<file path="config.mk">
export PLATFORM = sky130hd
export DESIGN_NAME = obstacle_logic
export DESIGN_NICKNAME = d
export VERILOG_FILES = /design/src/rtl/obstacle_pkg.sv /design/src/rtl/obstacle_hit_detect.sv /design/src/rtl/obstacle_logic.sv
export SDC_FILE = /design/constraint.sdc
export NUM_CORES = 1
export LEC_CHECK = 0
export CORE_MARGIN = 3
export CORE_UTILIZATION = 50
export DETAILED_ROUTE_END_ITERATION = 16
export PLACE_DENSITY = 0.79
export SETUP_SLACK_MARGIN = 0.4
export SYNTH_ARGS = -nofsm -noshare
export SYNTH_HDL_FRONTEND = slang
export SYNTH_SLANG_ARGS = --single-unit
</file>
<file path="constraint.sdc">
create_clock -name clk -period 2.4 [get_ports clk]
set_clock_uncertainty 0.1 [all_clocks]
set_input_delay 0.72 -clock clk [delete_from_list [all_inputs] [get_ports clk]]
set_output_delay 0.72 -clock clk [all_outputs]
set_load 0.05 [all_outputs]
</file>
<file path="src/rtl/obstacle_pkg.sv">
// Shared constants for the obstacle block and the pipe-position store.
// No logic, so no latency or backpressure.
package obstacle_pkg;

    localparam int COORD_W  = 10;
    localparam int PIDX_W   = 2;

    localparam int SCREEN_H = 480;
    localparam int PIPE_W   = 80;
    localparam int BIRD_X   = 240;
    localparam int BIRD_W   = 20;
    localparam int BIRD_H   = 20;

    typedef enum logic [1:0] {
        ST_IDLE = 2'd0,
        ST_PLAY = 2'd1,
        ST_HIT  = 2'd2,
        ST_OVER = 2'd3
    } state_e;

endpackage

</file>
<file path="src/rtl/obstacle_hit_detect.sv">
// Gap lookup plus bird/pipe overlap test; hit is 2 cycles after the inputs.
// No backpressure: one new sample per cycle; floor hit under OBSTACLE_GROUND_COLLIDE_EN.
module obstacle_hit_detect
    import obstacle_pkg::COORD_W;
    import obstacle_pkg::PIDX_W;
#(
    parameter int BIRD_X   = obstacle_pkg::BIRD_X,
    parameter int BIRD_W   = obstacle_pkg::BIRD_W,
    parameter int BIRD_H   = obstacle_pkg::BIRD_H,
    parameter int PIPE_W   = obstacle_pkg::PIPE_W,
    parameter int GAP_H    = 120,
    parameter int SCREEN_H = obstacle_pkg::SCREEN_H,
    parameter int GAP_TOP0 = 100,
    parameter int GAP_TOP1 = 220,
    parameter int GAP_TOP2 = 60,
    parameter int GAP_TOP3 = 300
) (
    input  logic               clk,
    input  logic               reset,
    input  logic               eval_en,
    input  logic [COORD_W-1:0] pipe_x,
    input  logic [PIDX_W-1:0]  pipe_idx,
    input  logic [COORD_W-1:0] bird_y,
    output logic [COORD_W-1:0] gap_top,
    output logic               hit
);

    localparam logic [COORD_W:0] X_LO = (COORD_W+1)'(BIRD_X);
    localparam logic [COORD_W:0] X_HI = (COORD_W+1)'(BIRD_X + BIRD_W);

    logic [COORD_W-1:0] gap_top_d, gap_top_q;
    logic [COORD_W-1:0] px_q, by_q;
    logic               hit_d, hit_q;
    logic [COORD_W:0]   px_w, by_w, gt_w;
    logic               x_ovl, y_bad, gnd;

    always_comb begin
        gap_top_d = COORD_W'(GAP_TOP0);
        case (pipe_idx)
            2'd1:    gap_top_d = COORD_W'(GAP_TOP1);
            2'd2:    gap_top_d = COORD_W'(GAP_TOP2);
            2'd3:    gap_top_d = COORD_W'(GAP_TOP3);
            default: gap_top_d = COORD_W'(GAP_TOP0);
        endcase
    end

    // Compares run one bit wider so the off-screen value 640 cannot wrap into range.
    always_comb begin
        px_w  = {1'b0, px_q};
        by_w  = {1'b0, by_q};
        gt_w  = {1'b0, gap_top_q};
        x_ovl = (px_w < X_HI) && ((px_w + (COORD_W+1)'(PIPE_W)) > X_LO);
        y_bad = (by_w < gt_w) ||
                ((by_w + (COORD_W+1)'(BIRD_H)) > (gt_w + (COORD_W+1)'(GAP_H)));
`ifdef OBSTACLE_GROUND_COLLIDE_EN
        gnd   = (by_w == '0) ||
                ((by_w + (COORD_W+1)'(BIRD_H)) >= (COORD_W+1)'(SCREEN_H));
`else
        gnd   = 1'b0;
`endif
        hit_d = eval_en && ((x_ovl && y_bad) || gnd);
    end

`ifndef OBSTACLE_GROUND_COLLIDE_EN
    logic unused_floor;
    assign unused_floor = (SCREEN_H > 0);
`endif

    always_ff @(posedge clk) begin
        if (reset) begin
            gap_top_q <= '0;
            px_q      <= '0;
            by_q      <= '0;
            hit_q     <= 1'b0;
        end else begin
            gap_top_q <= gap_top_d;
            px_q      <= pipe_x;
            by_q      <= bird_y;
            hit_q     <= hit_d;
        end
    end

    assign gap_top = gap_top_q;
    assign hit     = hit_q;

endmodule

</file>
<file path="src/rtl/obstacle_logic.sv">
// Game FSM over the hit pipeline; collision to lose=1 is 3 cycles.
// No backpressure; OBSTACLE_GROUND_COLLIDE_EN adds floor/ceiling hits.
module obstacle_logic
    import obstacle_pkg::COORD_W;
    import obstacle_pkg::PIDX_W;
    import obstacle_pkg::state_e;
    import obstacle_pkg::ST_IDLE;
    import obstacle_pkg::ST_PLAY;
    import obstacle_pkg::ST_HIT;
    import obstacle_pkg::ST_OVER;
#(
    parameter int BIRD_X       = obstacle_pkg::BIRD_X,
    parameter int BIRD_W       = obstacle_pkg::BIRD_W,
    parameter int BIRD_H       = obstacle_pkg::BIRD_H,
    parameter int PIPE_W       = obstacle_pkg::PIPE_W,
    parameter int GAP_H        = 120,
    parameter int SCREEN_H     = obstacle_pkg::SCREEN_H,
    parameter int DEATH_FRAMES = 30,
    parameter int GAP_TOP0     = 100,
    parameter int GAP_TOP1     = 220,
    parameter int GAP_TOP2     = 60,
    parameter int GAP_TOP3     = 300
) (
    input  logic               clk,
    input  logic               reset,
    input  logic               frame_tick,
    input  logic               start,
    input  logic [COORD_W-1:0] pipe_x,
    input  logic [PIDX_W-1:0]  pipe_idx,
    input  logic [COORD_W-1:0] bird_y,
    output logic               count_en,
    output logic               game_rst,
    output logic               lose,
    output logic [COORD_W-1:0] gap_top,
    output logic [1:0]         state
);

    localparam int CNT_W = (DEATH_FRAMES > 2) ? $clog2(DEATH_FRAMES) : 1;
    localparam logic [CNT_W-1:0] CNT_LOAD = CNT_W'(DEATH_FRAMES - 1);

    state_e           state_d, state_q;
    logic [CNT_W-1:0] cnt_d, cnt_q;
    logic             lose_d, lose_q;
    logic             hit_q;
    logic             rst_req;

    obstacle_hit_detect #(
        .BIRD_X   (BIRD_X),
        .BIRD_W   (BIRD_W),
        .BIRD_H   (BIRD_H),
        .PIPE_W   (PIPE_W),
        .GAP_H    (GAP_H),
        .SCREEN_H (SCREEN_H),
        .GAP_TOP0 (GAP_TOP0),
        .GAP_TOP1 (GAP_TOP1),
        .GAP_TOP2 (GAP_TOP2),
        .GAP_TOP3 (GAP_TOP3)
    ) u_hit (
        .clk      (clk),
        .reset    (reset),
        .eval_en  (state_q == ST_PLAY),
        .pipe_x   (pipe_x),
        .pipe_idx (pipe_idx),
        .bird_y   (bird_y),
        .gap_top  (gap_top),
        .hit      (hit_q)
    );

    always_comb begin
        state_d = state_q;
        cnt_d   = cnt_q;
        rst_req = 1'b0;
        case (state_q)
            ST_IDLE, ST_OVER: begin
                if (start) begin
                    state_d = ST_PLAY;
                    rst_req = 1'b1;
                end
            end
            ST_PLAY: begin
                if (hit_q) begin
                    state_d = ST_HIT;
                    cnt_d   = CNT_LOAD;
                end
            end
            ST_HIT: begin
                if (frame_tick) begin
                    if (cnt_q == '0) state_d = ST_OVER;
                    else             cnt_d   = cnt_q - CNT_W'(1);
                end
            end
            default: state_d = ST_IDLE;
        endcase
        lose_d = (state_d == ST_HIT) || (state_d == ST_OVER);
    end

    always_ff @(posedge clk) begin
        if (reset) begin
            state_q <= ST_IDLE;
            cnt_q   <= '0;
            lose_q  <= 1'b0;
        end else begin
            state_q <= state_d;
            cnt_q   <= cnt_d;
            lose_q  <= lose_d;
        end
    end

    // The restart pulse is suppressed while reset holds the FSM in IDLE.
    assign game_rst = rst_req && !reset;
    assign count_en = (state_q == ST_PLAY) && frame_tick;
    assign lose     = lose_q;
    assign state    = state_q;

endmodule

</file>
== Word-level counts from Yosys, hierarchy flattened ==
Cells that the tools add are included.

* Register bits: 39
* Bits in latches: 0
* Bits in writable memories: 0
* Bits in read-only memories: 0
* Input bits: 26
* Output and inout bits: 15
* Word-level logic and storage cells: 51
* Memories kept: 0

* Add/subtract/negate cells: 4
* $mul: 0
* Div/mod/pow operators: 0
* Order comparisons: 4
* Equality and inequality tests: 11
* Shifts and indexed selects: 0
* Mux-type cells: 12
* Bitwise gates (word level): 0
* Reduce and logical (&&, ||, !) cells: 13

{| class="wikitable"
|+ Operators by type and width
! cell !! number
|-
| case mux 9 bit (3 select lines) || 1
|-
| adder 10 x 7 -> 11 bit (second input constant) || 2
|-
| 2-to-1 mux 5 bit || 3
|-
| equality test 2 bit (second input constant) || 6
|-
| adder 10 x 5 -> 11 bit (second input constant) || 1
|-
| > comparator 11 bit || 1
|-
| > comparator 11 x 8 -> 1 bit (second input constant) || 1
|-
| less-than comparator 10 bit || 1
|-
| less-than comparator 10 x 9 -> 1 bit (second input constant) || 1
|-
| case mux 5 bit (2 select lines) || 1
|-
| 2-to-1 mux 2 bit || 4
|-
| inequality test 2 bit (second input constant) || 3
|-
| case mux 2 bit (3 select lines) || 1
|-
| logical AND 1 bit || 5
|-
| logical NOT 5 bit || 1
|-
| subtractor 5 x 1 -> 5 bit (second input constant) || 1
|-
| equality test 2 x 1 -> 1 bit (second input constant) || 2
|-
| AND reduction 4 bit || 1
|-
| logical NOT 2 bit || 1
|-
| logical OR 1 bit || 2
|-
| 2-to-1 mux 1 bit || 2
|-
| nonzero test 2 bit || 1
|-
| OR reduction 2 bit || 1
|-
| logical NOT 1 bit || 1
|}

== Longest topological paths before layout ==
* Depth after elaboration: 6
* Depth in mapped cells: 10

== Modules after synthesis ==
Synthesis repeated with hierarchy kept, for this count alone.

* Cells, all modules: 208
* Area, all modules: 1964.4 um^2

{| class="wikitable"
|+ By module, submodules not included
! module !! times used !! cells an instance !! area an instance (um^2) !! seq. area each (um^2)
|-
| obstacle_hit_detect || 1 || 151 || 1467.7 || 560.5
|-
| obstacle_logic || 1 || 57 || 496.7 || 160.2
|}

== Least setup slack after synthesis ==
Ideal clock, no wire load.

* Kind: register -> register
* Start: reg u_hit.gap_top_q[3], in the netlist u_hit.gap_top[3]
* End: reg u_hit.hit_q, in the netlist u_hit.hit
* Setup time: 133 ps
* Data arrival time: 2261 ps
* Data required time: 2167 ps
* Path slack: -94 ps
* Cell stages (with the launch flop): 11
* Buffers on the path: 0
* Clock period less this slack: 2494 ps
* Cells stage by stage: dfxtp_1 inv_1 ha_1 nand3_1 nand3_1 ha_1 nand3_1 nor4_1 a22oi_1 a211oi_1 a2111oi_2

* Longest elaborated chain between the ends: 5
* Elaborated cells on any way between the ends: 6

{| class="wikitable"
|+ RTL lines
! item !! line !! text
|-
| start, declared || obstacle_hit_detect.sv:31 || <nowiki>logic [COORD_W-1:0] gap_top_d, gap_top_q;</nowiki>
|-
| start signal, assigned || obstacle_hit_detect.sv:76 || <nowiki>gap_top_q <= gap_top_d;</nowiki>
|-
| adder 10 x 7 -> 11 bit || obstacle_hit_detect.sv:54 || <nowiki>((by_w + (COORD_W+1)'(BIRD_H)) > (gt_w + (COORD_W+1)'(GAP_H)));</nowiki>
|-
| > comparator 11 bit || obstacle_hit_detect.sv:54 ||
|-
| logical OR 1 bit (*) || obstacle_hit_detect.sv:53 || <nowiki>y_bad = (by_w < gt_w) ||</nowiki>
|-
| logical AND 1 bit (*) (2 in a row) || obstacle_hit_detect.sv:61 || <nowiki>hit_d = eval_en && ((x_ovl && y_bad) || gnd);</nowiki>
|-
| end signal, assigned || obstacle_hit_detect.sv:79 || <nowiki>hit_q <= hit_d;</nowiki>
|-
| end, declared || obstacle_hit_detect.sv:33 || <nowiki>logic hit_d, hit_q;</nowiki>
|}

Mark *: on every way between the ends. The rest lies on a longest branch, timed or not.
A chain may end at the register's enable or synchronous reset.

== Worst setup path in the final report ==
* Start: reg u_hit.by_q[2]
* End: reg u_hit.hit_q, in the netlist u_hit.hit

* Longest elaborated chain between the ends: 5
* Elaborated cells on any way between the ends: 6

{| class="wikitable"
|+ RTL lines
! item !! line !! text
|-
| start, declared || obstacle_hit_detect.sv:32 || <nowiki>logic [COORD_W-1:0] px_q, by_q;</nowiki>
|-
| start signal, assigned || obstacle_hit_detect.sv:78 || <nowiki>by_q <= bird_y;</nowiki>
|-
| adder 10 x 5 -> 11 bit || obstacle_hit_detect.sv:54 ||
|-
| > comparator 11 bit || obstacle_hit_detect.sv:54 ||
|-
| logical OR 1 bit (*) || obstacle_hit_detect.sv:53 ||
|-
| logical AND 1 bit (*) (2 in a row) || obstacle_hit_detect.sv:61 ||
|}

Marked as above.

==> results by group <==
Floorplan
  – Die area: between 0.004 and 0.005 mm²
  – Boundary Pins: just over 40
  – Core ar.: approximately 0.0035 mm²
  – Chip width: slightly below 70 µm
  – Initial Utilization: between 50 and 60%
  – # rows: 21
  – Die Ht: ~68 µm

Detailed routing
  – Vias: 1,500
  – Post-DR vias/cell: a little over 5
  – Aggregate routed wire length: 3830 µm
  – DRC: 0
  – Per-cell routed wire length: roughly 13 µm
  – ANT nets after route: 0
  – Drt first pass iters: 4
  – 1st-iter DRT viols: 57

Finish
  – Final instance area: ~0.0026 mm²
  – Fin cells: approximately 300
  – ANT cells: 0
  – Synthesis-to-finish area growth: 36.0%
  – Total Nets Final: between 300 and 400
  – Fillers: 260
  – Area of the multi-input gates: roughly 0.0012 mm²
  – Layout cells sized above 1: 25.2%
  – Sequential cell area: ~760 µm²

Hold path
  – Hold EP: u_hit.hit$_SDFF_PP0_
  – Hold Path Cell Cnt: 1
  – Hold path startpoint: u_hit.px_q[8]$_SDFF_PP0_
  – Worst hold path type: reg2reg

STA
  – Worst Slack Setup Final: 0.155 ns
  – Setup-failing EPs final: 0
  – Slew Limit Fails: 0
  – Final min period: between 2 and 2.5 ns
  – Final period util: roughly 94%
  – Setup TNS: 0 ns
  – Fmax: around 450 MHz
  – RSZ-0062 raised after global routing: true
  – Min Hold Slack: between 0.3 and 0.4 ns
  – Final Hold Viols: 0

Synth
  – Cell variety after synth: 39
  – EDFF count, synth: 0
  – Sequential fraction of the synthesis area: a little under two fifths
  – Cell Area, Synth: between 0.0015 and 0.002 mm²
  – FF+latch count, synth: 36
  – Synth warnings: 0
  – Cells after Synth: around 200
  – Primary FF master, synth: dfxtp_1
  – Mean Syn Cell Area: about 9.4 µm²
  – Post-synth ARST share: 0%

Critical path
  – FF-to-FF Start: u_hit.by_q[2]$_SDFF_PP0_
  – Crit. End Element: flop
  – Worst path required time: approximately 2.5 ns
  – Crit path max-delay cell type: dfxtp_4
  – Flop-to-flop setup slack: approximately 0.15 ns
  – End of the worst register-to-register path: u_hit.hit$_SDFF_PP0_
  – Crit path max fanout: 4
  – R2r worst-path depth: 9
  – Setup Crit Path Kind: reg2reg
  – Crit path launch type: flop
  – WP data arrival: ~2.3 ns
  – CP peak stage delay: between 0.3 and 0.4 ns
  – Critical path cell sequence: ha_4, o2111ai_2, xnor2_1, ha_1, a21o_1, a21oi_2, nand4b_1, a211oi_2, a2111oi_2

Power and ir drop
  – Switching pwr: around 0.38 mW
  – Internal power consumption: about 1 mW
  – Share of power burned in registers: slightly below 50%
  – Comb pwr share: roughly a quarter
  – Switching share of total power: between 20% and 30%
  – Cell leakage power: between 1 and 1.5 nW
  – Maximum vdd ir drop: around 0.45 mV
  – Clock network fraction of total power: 28.3%
  – Pwr dens: between 500 and 600 mW/mm²

Clock network
  – Clock Path Buffers: 2
  – Clock Root Buffer: clkbuf_8
  – Num CTS Buffers: 5
  – Clk slew on worst S/H paths: ~0.060 ns
  – Clock Latency Late Sink: 0.28 ns
  – CTS sink count: 36
  – H-tree levels: 2
  – CTS tree: yes

GRT
  – GRT overflow: 0
  – Initial antenna violation count: 0
  – Vias in the first global route: ~1,400
  – Largest net degree at the start of global routing: 33
  – First-pass GRT wire length: approximately 6000 µm
  – Total global-route track usage: approximately 17%

Status
  – Status: finished clean

Place
  – DP Wirelength: 2710 µm
  – Port Buf Inserts: 37
  – Placed Cells: between 200 and 300
  – DP Area: 0.00238 mm²
  – Gpl congestion: 0.933
  – Post-placement setup slack: -0.0432 ns

Job
  – Max_cap viols: 0
## layout by cell type, fill, tap and decap left out, types with 7 or more instances in the layout
cell type and instances:
a21oi_1 7, clkbuf_2 7, clkdlybuf4s50_1 22, dfxtp_1 22, dfxtp_4 10, ha_1 22
inv_1 14, nand2_1 9, nor2_1 7, nor2b_1 27, o21ai_0 7, xnor2_1 8
## critical path: cells and delay by family, from the launching register on
family	cells	cell delay, ns
compound gates	5	0.89
simple gates	1	0.16
fa+ha+maj	2	0.45
xor+xnor	1	0.14
flops	1	0.37
## synth_stat cells (all sizes together), types with 2 or more instances
| library cell | instances | area share, % |
|---|---|---|
| nor2 | 7 | 1.4 |
| nand3b | 2 | 0.79 |
| ha | 27 | 18 |
| nor3b | 2 | 1.0 |
| buf | 3 | 1.2 |
| nand3 | 5 | 1.3 |
| xor2 | 4 | 1.8 |
| a31oi | 2 | 0.66 |
| dfxtp | 36 | 38 |
| a21o | 5 | 2.0 |
| nor2b | 27 | 8.9 |
| clkbuf | 3 | 0.59 |
| nor3 | 4 | 1.0 |
| xnor2 | 8 | 3.7 |
| a21oi | 9 | 2.4 |
| nand2 | 9 | 1.8 |
| a211oi | 2 | 1.0 |
| and3 | 5 | 1.6 |
| o21ai | 7 | 1.8 |
| nor4 | 3 | 0.98 |
| inv | 18 | 3.5 |
## layout make-up
| cell class | instances | area share (%) |
|---|---|---|
| timing repair buffer | 43 | 15.2 |
| sequential | 36 | 29.4 |
| multi-input combinational | 146 | 47.6 |
| tap | 46 | 2.22 |
| clock buffer | 6 | 2.80 |
| inverter | 18 | 2.60 |
| clock inverter | 1 | 0.193 |
## how the worst max path moves through the flow
stage	to	from	cells after the start	slack, ns
5_1_grt	u_hit.hit$_SDFF_PP0_	u_hit.by_q[2]$_SDFF_PP0_	9	0.08
3_5_place_dp	game_rst	reset	4	-0.04
3_3_place_gp	game_rst	reset	4	-0.05
6_report	u_hit.hit$_SDFF_PP0_	u_hit.by_q[2]$_SDFF_PP0_	9	0.15
4_1_cts	game_rst	state[0]$_SDFF_PP0_	4	0.15
2_1_floorplan	u_hit.hit$_SDFF_PP0_	u_hit.by_q[2]$_SDFF_PP0_	9	0.29
## cell families (layout without fill, tap and decap cells)
kind of cell | count (synthesis) | count (layout) | synth area share (%)
flops | 36 | 36 | 37.8
compound gates | 33 | 33 | 11.5
xor+xnor | 12 | 12 | 5.51
fa+ha+maj | 27 | 27 | 17.7
simple gates | 70 | 70 | 21.4
mux | 1 | 1 | 0.525
other cells | 1 | 3 | 0.197
buf+inv | 24 | 68 | 5.31
## through the flow
step / util (%) / power, mW
after floorplan: - / 0.849
after global placement: 68.0 / 0.942
after detailed placement: 68.0 / 0.947
after CTS: 71.6 / 1.34
after global routing: 74.3 / 1.43
final: 74.3 / 1.35
## power groups by stage
stage / Clock [mW] / Sequential, mW / Combinational (mW)
global placement: 0 / 0.663 / 0.280
finish: 0.383 / 0.655 / 0.315
global route: 0.433 / 0.658 / 0.344
floorplan: 0 / 0.687 / 0.161
CTS: 0.403 / 0.653 / 0.287
detailed placement: 0 / 0.663 / 0.284
## registers in the layout, indices dropped and copies added (netlist names)
| signal | cells |
|---|---|
| state | 2 |
| u_hit.gap_top | 7 |
| lose | 1 |
| u_hit.px_q | 10 |
| u_hit.by_q | 10 |
| cnt_q | 5 |
| u_hit.hit | 1 |
## what timing repair did
item / 4_1_cts / 5_1_grt
endpoints found under the setup margin: 13 / 10
hold buffers: 0 / 0
pin swaps: 4 / 14
resized for setup: 37 / 36
buffers inserted: 1 / 2
## metal layers
metal	vias to the layer above	track usage (%)	share of wire, %
li1	784	-	-
met1	670	20.3	43
met2	38	27.1	48
met3	8	6.32	6.5
met4	0	7.94	2.1
met5	-	0	0
No activity file was read; power rests on OpenSTA's default activity.
